**config.mk**
```make
export PLATFORM = sky130hd
export DESIGN_NAME = vend_sequencer_flat
export DESIGN_NICKNAME = d
export VERILOG_FILES = /design/src/rtl/vend_sequencer_if.sv /design/src/rtl/vend_sequencer.sv /design/src/flat_wrapper.sv
export SDC_FILE = /design/constraint.sdc
export NUM_CORES = 1
export LEC_CHECK = 0
export BUFFER_PORTS_ARGS = -buffer_cell sky130_fd_sc_hd__buf_4
export CAP_MARGIN = 20
export CORE_MARGIN = 8
export CORE_UTILIZATION = 59
export CTS_CLUSTER_SIZE = 16
export DETAILED_ROUTE_END_ITERATION = 8
export PLACE_DENSITY_LB_ADDON = 0.05
export SLEW_MARGIN = 20
export SYNTH_ARGS = -nofsm -noshare
export SYNTH_HDL_FRONTEND = slang
export SYNTH_SLANG_ARGS = --single-unit
```
**constraint.sdc**
```tcl
create_clock -name Clk -period 3.9 [get_ports Clk]
set_input_delay 0.78 -clock Clk [delete_from_list [all_inputs] [get_ports Clk]]
set_output_delay 0.78 -clock Clk [all_outputs]
set_load 0.05 [all_outputs]
```
**src/rtl/vend_sequencer_if.sv**
```systemverilog
// Bundles the signals between the coin/keypad front-end and the vend sequencer.
// The sequencer uses the slave modport; the front-end or driver side uses master.
interface vend_sequencer_if;
    logic       N;
    logic       D;
    logic       Q;
    logic       Sel;
    logic       Cancel;
    logic       VendReq;
    logic       VendDone;
    logic [1:0] CoinOut;
    logic       CoinAck;
    logic [6:0] Credit;
    logic       Reject;
    logic       Busy;

    modport master (
        output N, D, Q, Sel, Cancel, VendDone, CoinAck,
        input  VendReq, CoinOut, Credit, Reject, Busy
    );

    modport slave (
        input  N, D, Q, Sel, Cancel, VendDone, CoinAck,
        output VendReq, CoinOut, Credit, Reject, Busy
    );
endinterface

```
**src/rtl/vend_sequencer.sv**
```systemverilog
// Coin credit accumulator with vend and greedy change sequencing.
// Optional macro MULTI_VEND_EN: credit left after a vend returns to CREDIT instead of being paid out.
module vend_sequencer #(
    parameter int COST       = 25,
    parameter int MAX_CREDIT = 95,
    parameter int TIMEOUT    = 1000
) (
    input  logic            Clk,
    input  logic            Rst,
    vend_sequencer_if.slave bus
);
    localparam logic [1:0] IDLE   = 2'd0;
    localparam logic [1:0] CREDIT = 2'd1;
    localparam logic [1:0] VEND   = 2'd2;
    localparam logic [1:0] CHANGE = 2'd3;

    localparam int            TW      = $clog2(TIMEOUT + 1);
    localparam logic [7:0]    COST_W  = 8'(COST);
    localparam logic [7:0]    MAX_W   = 8'(MAX_CREDIT);
    localparam logic [TW-1:0] TO_LAST = TW'(TIMEOUT - 1);

    logic [1:0]    state;
    logic [6:0]    credit;
    logic [TW-1:0] to_cnt;
    logic          n_q, d_q, q_q;
    logic          vend_req;
    logic          reject;

    logic          n_edge, d_edge, q_edge;
    logic          multi, single, open, fits, accept, coin_reject;
    logic [7:0]    coin_val, credit_sum, credit_after_vend;
    logic [1:0]    coin_out;
    logic [6:0]    change_val;

    // Coin edge decode and the accept/reject decision for this cycle.
    always_comb begin
        n_edge      = bus.N & ~n_q;
        d_edge      = bus.D & ~d_q;
        q_edge      = bus.Q & ~q_q;
        multi       = (n_edge & d_edge) | (n_edge & q_edge) | (d_edge & q_edge);
        single      = (n_edge | d_edge | q_edge) & ~multi;
        coin_val    = q_edge ? 8'd25 : (d_edge ? 8'd10 : (n_edge ? 8'd5 : 8'd0));
        credit_sum  = {1'b0, credit} + coin_val;
        fits        = credit_sum <= MAX_W;
        open        = (state == IDLE) || (state == CREDIT);
        accept      = single & open & fits;
        coin_reject = multi | (single & ~(open & fits));
        credit_after_vend = {1'b0, credit} - COST_W;
    end

    // Greedy change selection; only driven while paying out.
    always_comb begin
        coin_out   = 2'b00;
        change_val = 7'd0;
        if (state == CHANGE) begin
            if (credit >= 7'd25) begin
                coin_out   = 2'b11;
                change_val = 7'd25;
            end else if (credit >= 7'd10) begin
                coin_out   = 2'b10;
                change_val = 7'd10;
            end else if (credit >= 7'd5) begin
                coin_out   = 2'b01;
                change_val = 7'd5;
            end
        end
    end

    // Edge-detect history loads the live inputs during reset so held levels never count.
    always_ff @(posedge Clk) begin
        if (Rst) begin
            state    <= IDLE;
            credit   <= 7'd0;
            to_cnt   <= '0;
            vend_req <= 1'b0;
            reject   <= 1'b0;
            n_q      <= bus.N;
            d_q      <= bus.D;
            q_q      <= bus.Q;
        end else begin
            n_q    <= bus.N;
            d_q    <= bus.D;
            q_q    <= bus.Q;
            reject <= coin_reject;
            to_cnt <= '0;
            case (state)
                IDLE: begin
                    if (accept) begin
                        credit <= credit_sum[6:0];
                        state  <= CREDIT;
                    end
                end
                CREDIT: begin
                    if (accept)
                        credit <= credit_sum[6:0];
                    if (bus.Cancel) begin
                        state <= CHANGE;
                    end else if (bus.Sel && ({1'b0, credit} >= COST_W)) begin
                        state    <= VEND;
                        vend_req <= 1'b1;
                    end else if (!accept && !bus.Sel) begin
                        if (to_cnt == TO_LAST)
                            state <= CHANGE;
                        else
                            to_cnt <= to_cnt + 1'b1;
                    end
                end
                VEND: begin
                    if (bus.VendDone) begin
                        vend_req <= 1'b0;
                        credit   <= credit_after_vend[6:0];
`ifdef MULTI_VEND_EN
                        state    <= (credit_after_vend == 8'd0) ? IDLE : CREDIT;
`else
                        state    <= (credit_after_vend == 8'd0) ? IDLE : CHANGE;
`endif
                    end
                end
                CHANGE: begin
                    if (credit == 7'd0) begin
                        state <= IDLE;
                    end else if (bus.CoinAck && (coin_out != 2'b00)) begin
                        credit <= credit - change_val;
                        if (credit == change_val)
                            state <= IDLE;
                    end
                end
                default: state <= IDLE;
            endcase
        end
    end

    assign bus.VendReq = vend_req;
    assign bus.CoinOut = coin_out;
    assign bus.Credit  = credit;
    assign bus.Reject  = reject;
    assign bus.Busy    = (state == VEND) || (state == CHANGE);
endmodule
```
**src/flat_wrapper.sv**
```systemverilog
// flat-port wrapper written by rule: the top's interface ports become plain ports
module vend_sequencer_flat 
#(
    parameter int COST       = 25,
    parameter int MAX_CREDIT = 95,
    parameter int TIMEOUT    = 1000
)
  (Clk, Rst, bus_N, bus_D, bus_Q, bus_Sel, bus_Cancel, bus_VendDone, bus_CoinAck, bus_VendReq, bus_CoinOut, bus_Credit, bus_Reject, bus_Busy);
  vend_sequencer_if bus_i ();
  input  logic Clk;
  input  logic Rst;
  input wire logic [$bits(bus_i.N)-1:0] bus_N;
  input wire logic [$bits(bus_i.D)-1:0] bus_D;
  input wire logic [$bits(bus_i.Q)-1:0] bus_Q;
  input wire logic [$bits(bus_i.Sel)-1:0] bus_Sel;
  input wire logic [$bits(bus_i.Cancel)-1:0] bus_Cancel;
  input wire logic [$bits(bus_i.VendDone)-1:0] bus_VendDone;
  input wire logic [$bits(bus_i.CoinAck)-1:0] bus_CoinAck;
  output wire logic [$bits(bus_i.VendReq)-1:0] bus_VendReq;
  output wire logic [$bits(bus_i.CoinOut)-1:0] bus_CoinOut;
  output wire logic [$bits(bus_i.Credit)-1:0] bus_Credit;
  output wire logic [$bits(bus_i.Reject)-1:0] bus_Reject;
  output wire logic [$bits(bus_i.Busy)-1:0] bus_Busy;
  assign bus_i.N = bus_N;
  assign bus_i.D = bus_D;
  assign bus_i.Q = bus_Q;
  assign bus_i.Sel = bus_Sel;
  assign bus_i.Cancel = bus_Cancel;
  assign bus_i.VendDone = bus_VendDone;
  assign bus_i.CoinAck = bus_CoinAck;
  assign bus_VendReq = bus_i.VendReq;
  assign bus_CoinOut = bus_i.CoinOut;
  assign bus_Credit = bus_i.Credit;
  assign bus_Reject = bus_i.Reject;
  assign bus_Busy = bus_i.Busy;
  vend_sequencer #(.COST(COST), .MAX_CREDIT(MAX_CREDIT), .TIMEOUT(TIMEOUT)) u_core (.Clk(Clk), .Rst(Rst), .bus(bus_i));
endmodule
```
Yosys cells after proc, flatten, opt, wreduce, memory -nomap -nowiden
Cells that the tools add are included.
Widths: inputs -> output; s select.

word-level totals
  output and inout bits = 12
  bits in registers = 24
  logic and storage cells = 104
  input bits = 9

cells by class
  bitwise operators = 23
  $lt $le $gt $ge = 5
  muxes and demuxes = 31
  eq/ne operators = 16
  $add $sub $neg = 4
  reductions and logical operators = 17

operator list
  operator               count
  $mux 7                 7
  $mux 2                 13
  $pmux 7 s3             1
  $mux 8                 2
  $ge 7x5->1 const B     2
  $and 1x1->1            11
  $add 10x1->10 const B  1
  $eq 10x10->1 const B   1
  $ne 2x2->1 const B     5
  $add 7x8->8            1
  $le 8x7->1 const B     1
  $logic_not 8->1        1
  $ne 4x4->1 const B     2
  $pmux 2 s4             1
  $reduce_and 4->1       2
  $sub 7x5->8 const B    1
  $eq 7x7->1             1
  $ge 7x3->1 const B     1
  $ge 7x4->1 const B     1
  $logic_not 7->1        1
  $not 1->1              7
  $sub 7x7->7            1
  $mux 3                 2
  $ne 3x3->1 const B     2
  14 further kinds       28

Logic depth before layout (Yosys ltp)
Gate-level depths: netlist (run 1).

  depth after elaboration = 15
  mapped depth = 16
  depth with buffers taken out = 16

Worst setup path before layout (run 1)
No wires, ideal clock.

  path type = register to register
  from = reg u_core.credit[1], in the netlist u_core.bus.Credit[1]
  to = reg u_core.credit[6], in the netlist u_core.bus.Credit[6]
  arrival = 4649 ps
  required time = 3779 ps
  path buffers = 0
  cell stages (with the launch flop) = 16
  path slack = -870 ps
  clock period less this slack = 4770 ps
  cell sequence = dfxtp_1 -> inv_1 -> ha_1 -> nor3b_1 -> o21ai_0 -> a21oi_1 -> nor2_1 -> ha_1 -> inv_1 -> fa_1 -> a21o_1 -> a22o_1 -> o21a_1 -> a2111o_1 -> a21boi_1 -> mux2_2

on the way
  word-level cells in the longest chain between the ends = 9
  elaborated cells between the ends (all ways) = 28
  classes of those cells = 3 x add/sub; 4 x order compare; 3 x eq/ne; 13 x mux; 1 x bitwise; 4 x reduce/logical

RTL lines
  what                                 line                   text
  from (decl)                          vend_sequencer.sv:23   logic [6:0] credit;
  from (signal assigned)               vend_sequencer.sv:89   credit <= credit_sum[6:0];
  from (signal assigned)               vend_sequencer.sv:95   credit <= credit_sum[6:0];
  from (signal assigned)               vend_sequencer.sv:111  credit <= credit_after_vend[6:0];
  $ge 7x3->1                           vend_sequencer.sv:62   end else if (credit >= 7'd5) begin
  $mux 1                               vend_sequencer.sv:62
  $mux 2                               vend_sequencer.sv:59   end else if (credit >= 7'd10) begin
  $mux 2 *                             vend_sequencer.sv:56   if (credit >= 7'd25) begin
  $mux 2 *                             vend_sequencer.sv:55   if (state == CHANGE) begin
  net bus_CoinOut[0]                   flat_wrapper.sv:20     output wire logic [$bits(bus_i.CoinOut)-1:0] bus_CoinOut;
  $reduce_bool 2->1 *                  vend_sequencer.sv:122  end else if (bus.CoinAck && (coin_out != 2'b00)) begin
  $logic_and 1x1->1 *                  vend_sequencer.sv:122
  $ne 2x2->1 (no source line) *        -
  $reduce_and 4->1 (no source line) *  -

Mark *: on every way through the listed nets, which the timed path passes. The rest lies on a longest branch. The select of a mux whose other input is x is not followed.
A chain may end at the register's enable or synchronous reset.

Final worst setup path (run 1)
  from = reg u_core.credit[1], in the netlist u_core.bus.Credit[1]
  to = reg u_core.credit[6], in the netlist u_core.bus.Credit[6]

on the way
  word-level cells in the longest chain between the ends = 9
  elaborated cells between the ends (all ways) = 28
  classes of those cells = 3 x add/sub; 4 x order compare; 3 x eq/ne; 13 x mux; 1 x bitwise; 4 x reduce/logical

RTL lines
  what                                                     line
  $ge 7x3->1                                               vend_sequencer.sv:62
  $mux 3 / $mux 1 (equally long branches)                  vend_sequencer.sv:62
  $mux 7 / $mux 2 (equally long branches)                  vend_sequencer.sv:59
  $mux 7 / $mux 2 (equally long branches)                  vend_sequencer.sv:56
  $mux 7 / $mux 2 (equally long branches)                  vend_sequencer.sv:55
  $sub 7x7->7 / $reduce_bool 2->1 (equally long branches)  vend_sequencer.sv:123, vend_sequencer.sv:122
  $mux 7 / $logic_and 1x1->1 (equally long branches)       vend_sequencer.sv:122
  $mux 7 / $ne 2x2->1 (equally long branches)              -
  $pmux 7 s3 / $reduce_and 4->1 (equally long branches)    -

Parallel ways exist; a longest one is shown, timed or not. The select of a mux whose other input is x is not followed.

==> results of run 1 <==
flip-flops by register name, summed over array words and instances (netlist names):
| signal | count |
|---|---|
| u_core.bus.VendReq | 1 |
| u_core.n_q | 1 |
| u_core.state | 2 |
| u_core.to_cnt | 10 |
| u_core.q_q | 1 |
| u_core.bus.Credit | 7 |
| u_core.bus.Reject | 1 |
| u_core.d_q | 1 |
metal layers:
metal | wire [µm] | track usage | part of all wire | vias to the layer above
met5 | 0 | 0 | 0 | -
met4 | 69 | 0.0674 | 0.014 | 0
met3 | 226 | 0.0337 | 0.046 | 7
met2 | 2240 | 0.304 | 0.46 | 36
met1 | 2380 | 0.265 | 0.48 | 892
li1 | - | - | - | 992
cell type report:
type	count	area share
Clock buffer	4	0.0208
Inverter	12	0.0197
Sequential cell	24	0.214
Timing Repair Buffer	27	0.0885
Multi-Input combinational cell	210	0.632
Tap cell	46	0.0251
final timing paths:
check	start	to
max	u_core.bus.Credit[1]	u_core.bus.Credit[6]
min	u_core.to_cnt[0]	u_core.to_cnt[0]
max reg2reg	u_core.bus.Credit[1]	u_core.bus.Credit[6]
min reg2reg	u_core.to_cnt[0]	u_core.to_cnt[0]
critical path, cell delays in order, from the launching register on:
cell and delay (ps):
dfxtp_4 420, inv_1 170, ha_1 250, nor3b_1 260, o21ai_0 160, buf_4 180
or2_2 300, fa_1 430, a21o_1 190, a22o_1 190, o21a_1 170, a2111o_1 370
a21boi_1 140, mux2_2 350
kinds of logic (layout without fill, tap and decap cells):
kind of cell / count (synthesis) / count (layout) / share of synthesized area
AND/OR/NAND/NOR: 104 / 104 / 0.264
buffers and inverters: 24 / 43 / 0.0486
flip-flops: 24 / 24 / 0.239
XOR/XNOR: 15 / 15 / 0.0654
AO/OA/AOI/OAI: 69 / 69 / 0.244
multiplexers: 5 / 5 / 0.0255
adder cells (fa/ha/maj): 17 / 17 / 0.113
power by group through the flow:
stage,Sequential [mW],Clock [mW],Combinational (mW)
floorplan,0.456,0,0.683
global placement,0.379,0,1.02
detailed placement,0.382,0,1.02
CTS,0.377,0.164,1.03
global route,0.390,0.174,1.13
finish,0.378,0.159,1.03
Yosys cell counts (2+ instances only):
| library cell | instances |
|---|---|
| nand2b_1 | 7 |
| or4_1 | 2 |
| clkbuf_1 | 6 |
| nor2_1 | 32 |
| nor2b_1 | 9 |
| o221ai_1 | 2 |
| o211ai_1 | 7 |
| dfxtp_1 | 24 |
| a211o_1 | 2 |
| xor2_1 | 7 |
| nor4b_1 | 2 |
| ha_1 | 15 |
| nor3_1 | 7 |
| nand4_1 | 3 |
| buf_2 | 6 |
| o21ai_0 | 12 |
| nand2_1 | 20 |
| nor4_1 | 2 |
| a211oi_1 | 8 |
| nor3b_1 | 2 |
| o22ai_1 | 2 |
| xnor2_1 | 8 |
| fa_1 | 2 |
| a21oi_1 | 9 |
| o21a_1 | 4 |
| mux2i_1 | 4 |
| nand3_1 | 9 |
| inv_1 | 11 |
| o31ai_1 | 4 |
| a31oi_1 | 4 |
==> flow_metrics.tcl, run 1 <==
set metrics [dict create \
    hold_slack_ps 473 \
    synth_top_cell_area_share 0.239 \
    skew_ps 1.29 \
    worstSetupStartpointType "register" \
    dieArea_um2 5530 \
    crit_fanout 12 \
    drv_slew 0 \
    grt_max_degree 21 \
    antenna_found_initial 0 \
    post_dp_cell_area_um2 2240 \
    worstSetupEndpointType "register" \
    dp_worst_setup_slack_ps 251 \
    hold_violations 0 \
    start_util 0.607 \
    place_inst 319 \
    synth_nets 284 \
    fin_nets 304 \
    worstSetupPathType "reg2reg" \
    die_y_um 74.3 \
    cts_tree "built" \
    p_sw_frac 0.507 \
    hold_depth 1 \
    final_cell_mix "31 x nor2_1, 27 x buf_4, 21 x dfxtp_1" \
    synth_edf_count 0 \
    outcome "complete, no violations" \
    required_ps 4130 \
    area_growth_pct 14.1 \
    fin_util 0.692 \
    clock-sinks 24 \
    finalNonFillerCells 323 \
    cts-root-buf "clkbuf_4" \
    timing.final.crit_share 0.943 \
    grt_pass1_vias 1831 \
    fill_cells 312 \
    p_clk_frac 0.102 \
    synth.cell_area_um2 2010 \
    setup_viol 0 \
    netlist_instances 258 \
    grt_setup_unrepaired "no" \
    period_minus_slack_ps 3680 \
    num_vias 1927 \
    cap_violations 0 \
    cts_max_path_buffers 2 \
    postCtsSetupBuffers 0 \
    drc 0 \
    setup-tns-final_ps 0 \
    cp.arrival_ps 3910 \
    dr.first_iter.drc_count 171 \
    cts_buffers 3 \
    place_congestion 0.884 \
    portBuffers 20 \
    synth.area.top_cells "dfxtp_1 24%, ha_1 9.3%, nor2_1 6.0%, nand2_1 3.7%, xnor2_1 3.5%" \
    yosysTopAreaCell "dfxtp_1" \
    ys_async_sr_fraction 0 \
    path_clk_slew_ps 140 \
    internal_power_mw 0.775 \
    power.switching_mw 0.796 \
    grt_first_pass_wirelength_um 8600 \
    grt-ovfl-total 0 \
    synth.ff_latch_count 24 \
    p_leak_nw 0.851 \
    ctsResizeCount 0 \
    setup_slack_ps 222 \
    syn-mean-instance-area_um2 7.78 \
    clock.fmax_mhz 272 \
    via_per_inst 5.97 \
    antenna_left 0 \
    timing.reg2reg.setup_slack_ps 220 \
    maxSlewHeadroom 0.578 \
    ys_types 56 \
    drt_wl_total_um 4920 \
    clk_latency_ps 320 \
    track_usage 0.196 \
    final_area_um2 2290 \
    tightest_slew_ps 623 \
    cts-htree-levels 1 \
    vdd.ir_drop.worst_v 0.000513 \
    p_per_area_nw_per_um2 686 \
    fp.dieW_um 74.3 \
    synth_warnings 0 \
    multiInputGateArea_um2 1450 \
    p_seq_frac 0.240 \
    rr_worst_depth 13 \
    ys.flop_type "dfxtp_1" \
    final_common_cell "nor2_1" \
    rows 21 \
    coreArea_um2 3310 \
    wl_per_cell_um 15.2 \
    power_frac_comb 0.658 \
    postCtsHoldBufs 0 \
    pin_count 21 \
    dr.pass1.iters 4 \
    diodes 0 \
    power.total_mw 1.57 \
    register_area_um2 489 \
    drive_above_1_share 0.159 \
    hpwl_um 3820 \
    seq_area_frac_synth 0.239 \
    hp-class "reg2reg" \
]
Note: power is estimated with default switching activity, not from simulation.
==> run 2, diff against run 1 <==
--- a/config.mk
+++ b/config.mk
@@ -8,7 +8,8 @@
 export BUFFER_PORTS_ARGS = -buffer_cell sky130_fd_sc_hd__buf_4
 export CAP_MARGIN = 20
 export CORE_MARGIN = 8
-export CORE_UTILIZATION = 59
+export CORE_UTILIZATION = 64
+export CTS_CLUSTER_DIAMETER = 150
 export CTS_CLUSTER_SIZE = 16
 export DETAILED_ROUTE_END_ITERATION = 8
 export PLACE_DENSITY_LB_ADDON = 0.05
==> constraint.sdc (replaced) <==
create_clock -name Clk -period 4.3 [get_ports Clk]
set_input_delay 0.86 -clock Clk [delete_from_list [all_inputs] [get_ports Clk]]
set_output_delay 0.86 -clock Clk [all_outputs]
set_load 0.05 [all_outputs]
==> run 2 against run 1 <==
Worst setup slack improved by 140 ps. Utilization rose by 5.7 points. Worst hold slack got worse by 1.1 ps. Register-to-register slack improved by 140 ps. Clock power rose by 3%. Clock skew rose by 8.8 ps. Critical path depth rose by 2.
==> flow_metrics.tcl, run 2 (same netlist as run 1, synthesis figures left out) <==
set metrics [dict create \
    outcome "complete, no violations" \
    p_seq_frac 0.225 \
    power.switching_mw 0.711 \
    dieArea_um2 5190 \
    period_minus_slack_ps 3940 \
    worstSetupEndpointType "register" \
    wl_per_cell_um 15.2 \
    grt_pass1_vias 1826 \
    timing.reg2reg.setup_slack_ps 360 \
    drc 0 \
    crit_fanout 12 \
    cts-htree-levels 1 \
    hold_start "u_core.to_cnt[0]" \
    power_frac_comb 0.661 \
    ctsResizeCount 0 \
    cp.arrival_ps 4150 \
    required_ps 4510 \
    antenna_found_initial 0 \
    final_common_cell "nor2_1" \
    clock-sinks 24 \
    p_sw_frac 0.499 \
    cp_slowest_cell "dfxtp_2" \
    start_util 0.663 \
    skew_ps 10.1 \
    hold_violations 0 \
    postCtsHoldBufs 0 \
    setup_viol 0 \
    grt-ovfl-total 0 \
    tightest_slew_ps 601 \
    dr.first_iter.drc_count 213 \
    worstSetupPathDepth 15 \
    cpPeakStageDelay_ps 490 \
    path_buf_inv 2 \
    fp.dieW_um 72.0 \
    pin_count 21 \
    cts-root-buf "clkbuf_4" \
    p_leak_nw 0.846 \
    timing.final.crit_share 0.915 \
    track_usage 0.197 \
    p_clk_frac 0.115 \
    setup-tns-final_ps 0 \
    worstSetupPathType "reg2reg" \
    worstSetupStartpointType "register" \
    area_growth_pct 12.9 \
    cts_max_path_buffers 2 \
    post_dp_cell_area_um2 2210 \
    place_inst 316 \
    regMostFlops "u_core.to_cnt" \
    coreArea_um2 3030 \
    cts_tree "built" \
    portBuffers 20 \
    postCtsSetupBuffers 0 \
    diodes 0 \
    vdd.ir_drop.worst_v 0.000500 \
    cap_violations 0 \
    drt_wl_total_um 4880 \
    maxSlewHeadroom 0.593 \
    final_area_um2 2270 \
    cp_top_family "compound AO/OA/AOI/OAI gates" \
    crit_chain "inv_1 > ha_1 > nor3b_1 > o21ai_0 > a21oi_1 > nor2_2 > ha_1 > inv_1 > fa_1 > a21o_1 > a22o_1 > o21a_1 > a2111o_1 > a21boi_1 > mux2_2" \
    hp-class "reg2reg" \
    drv_slew 0 \
    rows 20 \
    num_vias 1935 \
    largest_reg_flops 10 \
    hpwl_um 3660 \
    place_congestion 0.990 \
    grt_max_degree 21 \
    internal_power_mw 0.713 \
    drive_above_1_share 0.152 \
    hold_depth 1 \
    fin_nets 303 \
    dr.pass1.iters 4 \
    clk_latency_ps 310 \
    grt_setup_unrepaired "no" \
    hold_slack_ps 472 \
    cts_buffers 3 \
    die_y_um 72.0 \
    rr_worst_depth 15 \
    via_per_inst 6.05 \
    min_to "u_core.to_cnt[0]" \
    antenna_left 0 \
    finalNonFillerCells 320 \
    grt_first_pass_wirelength_um 8540 \
    p_per_area_nw_per_um2 628 \
    regToRegStartpoint "u_core.bus.Credit[1]" \
    clock.fmax_mhz 254 \
    r2r_end "u_core.bus.Credit[6]" \
    final_cell_mix "31 x nor2_1, 26 x buf_4, 22 x dfxtp_1" \
    path_clk_slew_ps 140 \
    power.total_mw 1.42 \
]
## run 2: cell count changes in the layout (fill, tap and decap cells not counted)
| cell | change |
|---|---|
| a21oi_4 | -1 |
| dfxtp_4 | -2 |
| clkbuf_16 | -1 |
| nor2_2 | +1 |
| dfxtp_2 | +1 |
| a21oi_2 | +1 |
| dfxtp_1 | +1 |
| bufinv_16 | +1 |
| nor2_4 | -1 |
| buf_4 | -1 |
## run 2: metrics by stage
stage,utilization,worst slack [ps]
global route,0.749,140
global placement,0.731,552
finish,0.749,365
CTS,0.749,425
detailed placement,0.731,431
floorplan,-,107
## run 2: worst max path at each step
stage                           end                  from  slack [ps]
2_1_floorplan  u_core.bus.Credit[6]  u_core.bus.Credit[1]         110
3_3_place_gp   u_core.bus.Credit[6]  u_core.bus.Credit[1]         550
3_5_place_dp   u_core.bus.Credit[6]  u_core.bus.Credit[1]         430
4_1_cts        u_core.bus.Credit[6]  u_core.bus.Credit[1]         420
5_1_grt        u_core.bus.Credit[6]  u_core.bus.Credit[1]         140
6_report       u_core.bus.Credit[6]  u_core.bus.Credit[1]         360
## run 2: worst reg2reg max path, stage by stage, from the launching register on
cell	delay (ps)
dfxtp_2	490
inv_1	170
ha_1	260
nor3b_1	170
o21ai_0	470
a21oi_1	120
nor2_2	130
ha_1	180
inv_1	50
fa_1	390
a21o_1	200
a22o_1	200
o21a_1	170
a2111o_1	370
a21boi_1	140
mux2_2	340
## run 2: cell type report
class                   instances  area (µm²)
clock buffers                   3        22.5
clock inverters                 1        30.0
fillers                       236         761
inverters                      12        45.0
multi-input cells             210        1440
flip-flops and latches         24         483
well taps                      44        55.1
repair buffers                 26         195
## run 2: per-layer routing
metal  track usage  wire length [µm]  up-vias
met1         0.276              2320      879
met5             0                 0        -
met3        0.0289               365        2
met4        0.0612                21        0
met2         0.299              2170       80
li1              -                 -      974
## run 2: power groups by stage
stage | clock network (mW) | logic [mW] | registers, mW
after floorplan | 0 | 0.609 | 0.409
after global placement | 0 | 0.915 | 0.324
after detailed placement | 0 | 0.918 | 0.324
after CTS | 0.166 | 0.926 | 0.319
after global routing | 0.179 | 1.03 | 0.328
final | 0.163 | 0.941 | 0.320
==> run 3, diff against run 2 <==
--- a/config.mk
+++ b/config.mk
@@ -9,6 +9,7 @@
 export CAP_MARGIN = 20
 export CORE_MARGIN = 8
 export CORE_UTILIZATION = 64
+export CTS_BUF_LIST = sky130_fd_sc_hd__clkbuf_16
 export CTS_CLUSTER_DIAMETER = 150
 export CTS_CLUSTER_SIZE = 16
 export DETAILED_ROUTE_END_ITERATION = 8
==> run 3 against run 2 <==
Via count is 0.21% higher. Worst hold slack worse by 15 ps. Clock power grew 64%. Utilization up 1.7 points. Combinational power up 0.5%. Worst setup slack got worse by 25 ps. Cell count unchanged. First-iteration DRC count up 50%. Flip-flop and latch count unchanged. Count of clock-buffer cells in the layout unchanged. Global-route usage is 0.92 points higher.
==> flow_metrics.tcl, run 3 (same netlist as run 1, synthesis figures left out) <==
set metrics [dict create \
    outcome "complete, no violations" \
    ctsResizeCount 0 \
    timing.reg2reg.setup_slack_ps 340 \
    final_common_cell "nor2_1" \
    cts-root-buf "clkbuf_16" \
    p_per_area_nw_per_um2 662 \
    worstSetupPathDepth 15 \
    antenna_found_initial 0 \
    wl_per_cell_um 15.8 \
    via_per_inst 6.06 \
    regMostFlops "u_core.to_cnt" \
    grt_first_pass_wirelength_um 8880 \
    dr.first_iter.drc_count 319 \
    hold_violations 0 \
    fill_cells 226 \
    dr.pass1.iters 4 \
    setup_slack_ps 340 \
    crit_chain "inv_1 > ha_1 > nor3b_1 > o21ai_0 > a21oi_1 > nor2_2 > ha_1 > inv_1 > fa_1 > a21o_1 > a22o_1 > o21a_1 > a2111o_1 > a21boi_1 > mux2_2" \
    grt_pass1_vias 1867 \
    cts-htree-levels 1 \
    hpwl_um 3660 \
    grt-ovfl-total 0 \
    final_cell_mix "31 x nor2_1, 26 x buf_4, 22 x dfxtp_1" \
    largest_reg_flops 10 \
    cpPeakStageDelay_ps 470 \
    diodes 0 \
    drt_wl_total_um 5070 \
    worstSetupStartpointType "register" \
    skew_ps 3.48 \
    die_y_um 72.0 \
    postCtsSetupBuffers 0 \
    path_buf_inv 2 \
    cts_buffers 3 \
    drc 0 \
    antenna_left 0 \
    period_minus_slack_ps 3960 \
    timing.final.crit_share 0.921 \
    cts_max_path_buffers 2 \
    dieArea_um2 5190 \
    setup_viol 0 \
    worstSetupEndpointType "register" \
    maxSlewHeadroom 0.534 \
    regToRegStartpoint "u_core.bus.Credit[1]" \
    vdd.ir_drop.worst_v 0.000502 \
    start_util 0.663 \
    num_vias 1939 \
    track_usage 0.206 \
    setup-tns-final_ps 0 \
    portBuffers 20 \
    path_clk_slew_ps 70 \
    postCtsHoldBufs 0 \
    worstSetupPathType "reg2reg" \
    dp_worst_setup_slack_ps 431 \
    cp.arrival_ps 4110 \
    cts_tree "built" \
    startpoint "u_core.bus.Credit[1]" \
    hp-class "reg2reg" \
    cap_violations 0 \
    cp_top_family "compound AO/OA/AOI/OAI gates" \
    tightest_slew_ps 689 \
    area_growth_pct 15.5 \
    r2r_end "u_core.bus.Credit[6]" \
    clock.fmax_mhz 253 \
    clk_latency_ps 260 \
    fp.dieW_um 72.0 \
    required_ps 4450 \
    pin_count 21 \
    drv_slew 0 \
    rr_worst_depth 15 \
    grt_max_degree 21 \
    grt_setup_unrepaired "no" \
    cp_slowest_cell "dfxtp_2" \
    coreArea_um2 3030 \
    crit_end "u_core.bus.Credit[6]" \
    clock-sinks 24 \
    rows 20 \
    fin_nets 303 \
    p_leak_nw 0.869 \
    drive_above_1_share 0.152 \
    crit_fanout 12 \
    place_congestion 0.990 \
]
-- run 3: routing by layer --
metal / GRT usage / wire, µm
met5: 0 / 0
met3: 0.0372 / 338
met2: 0.318 / 2330
met4: 0.0522 / 28
met1: 0.285 / 2380
-- run 3: final cells by class --
class                      instances  area [µm²]  area share
clock buffer                       3        75.1      0.0324
clock inverter                     1        30.0      0.0129
timing repair buffer              26         195      0.0841
tap                               44        55.1      0.0237
sequential                        24         483       0.208
inverter                          12        45.0      0.0194
multi-input combinational        210        1440       0.619
-- run 3: worst register-to-register path: stages (launching register included) --
cell and delay (ps):
dfxtp_2 470, inv_1 170, ha_1 260, nor3b_1 170, o21ai_0 450, a21oi_1 110, nor2_2 130, ha_1 170
inv_1 50, fa_1 390, a21o_1 200, a22o_1 200, o21a_1 170, a2111o_1 400, a21boi_1 160, mux2_2 340
-- run 3: where the power goes --
group          leakage (nW)  internal, mW  switching, mW
registers             0.197         0.261         0.0603
logic                 0.621         0.358          0.587
clock network        0.0511         0.185         0.0832
-- run 3: how the worst min path moves through the flow --
| stage | from | to | slack [ps] | depth (start not counted) |
|---|---|---|---|---|
| 4_1_cts | u_core.to_cnt[0] | u_core.to_cnt[0] | 460 | 1 |
| 5_1_grt | u_core.to_cnt[0] | u_core.to_cnt[0] | 490 | 1 |
| 6_report | u_core.to_cnt[0] | u_core.to_cnt[0] | 460 | 1 |
| 3_5_place_dp | u_core.to_cnt[0] | u_core.to_cnt[0] | 450 | 1 |
| 2_1_floorplan | u_core.to_cnt[0] | u_core.to_cnt[0] | 430 | 1 |
| 3_3_place_gp | u_core.to_cnt[0] | u_core.to_cnt[0] | 440 | 1 |
-- run 3: through the flow --
stage / util / instances / area [µm²] / total power [mW] / hold slack, ps
after floorplan: - / 258 / 2020 / 1.02 / 426
after global placement: 0.731 / 316 / 2210 / 1.24 / 440
after detailed placement: 0.731 / 316 / 2210 / 1.24 / 450
after CTS: 0.766 / 320 / 2320 / 1.52 / 465
after global routing: 0.766 / 320 / 2320 / 1.64 / 492
final: 0.766 / 320 / 2320 / 1.54 / 457
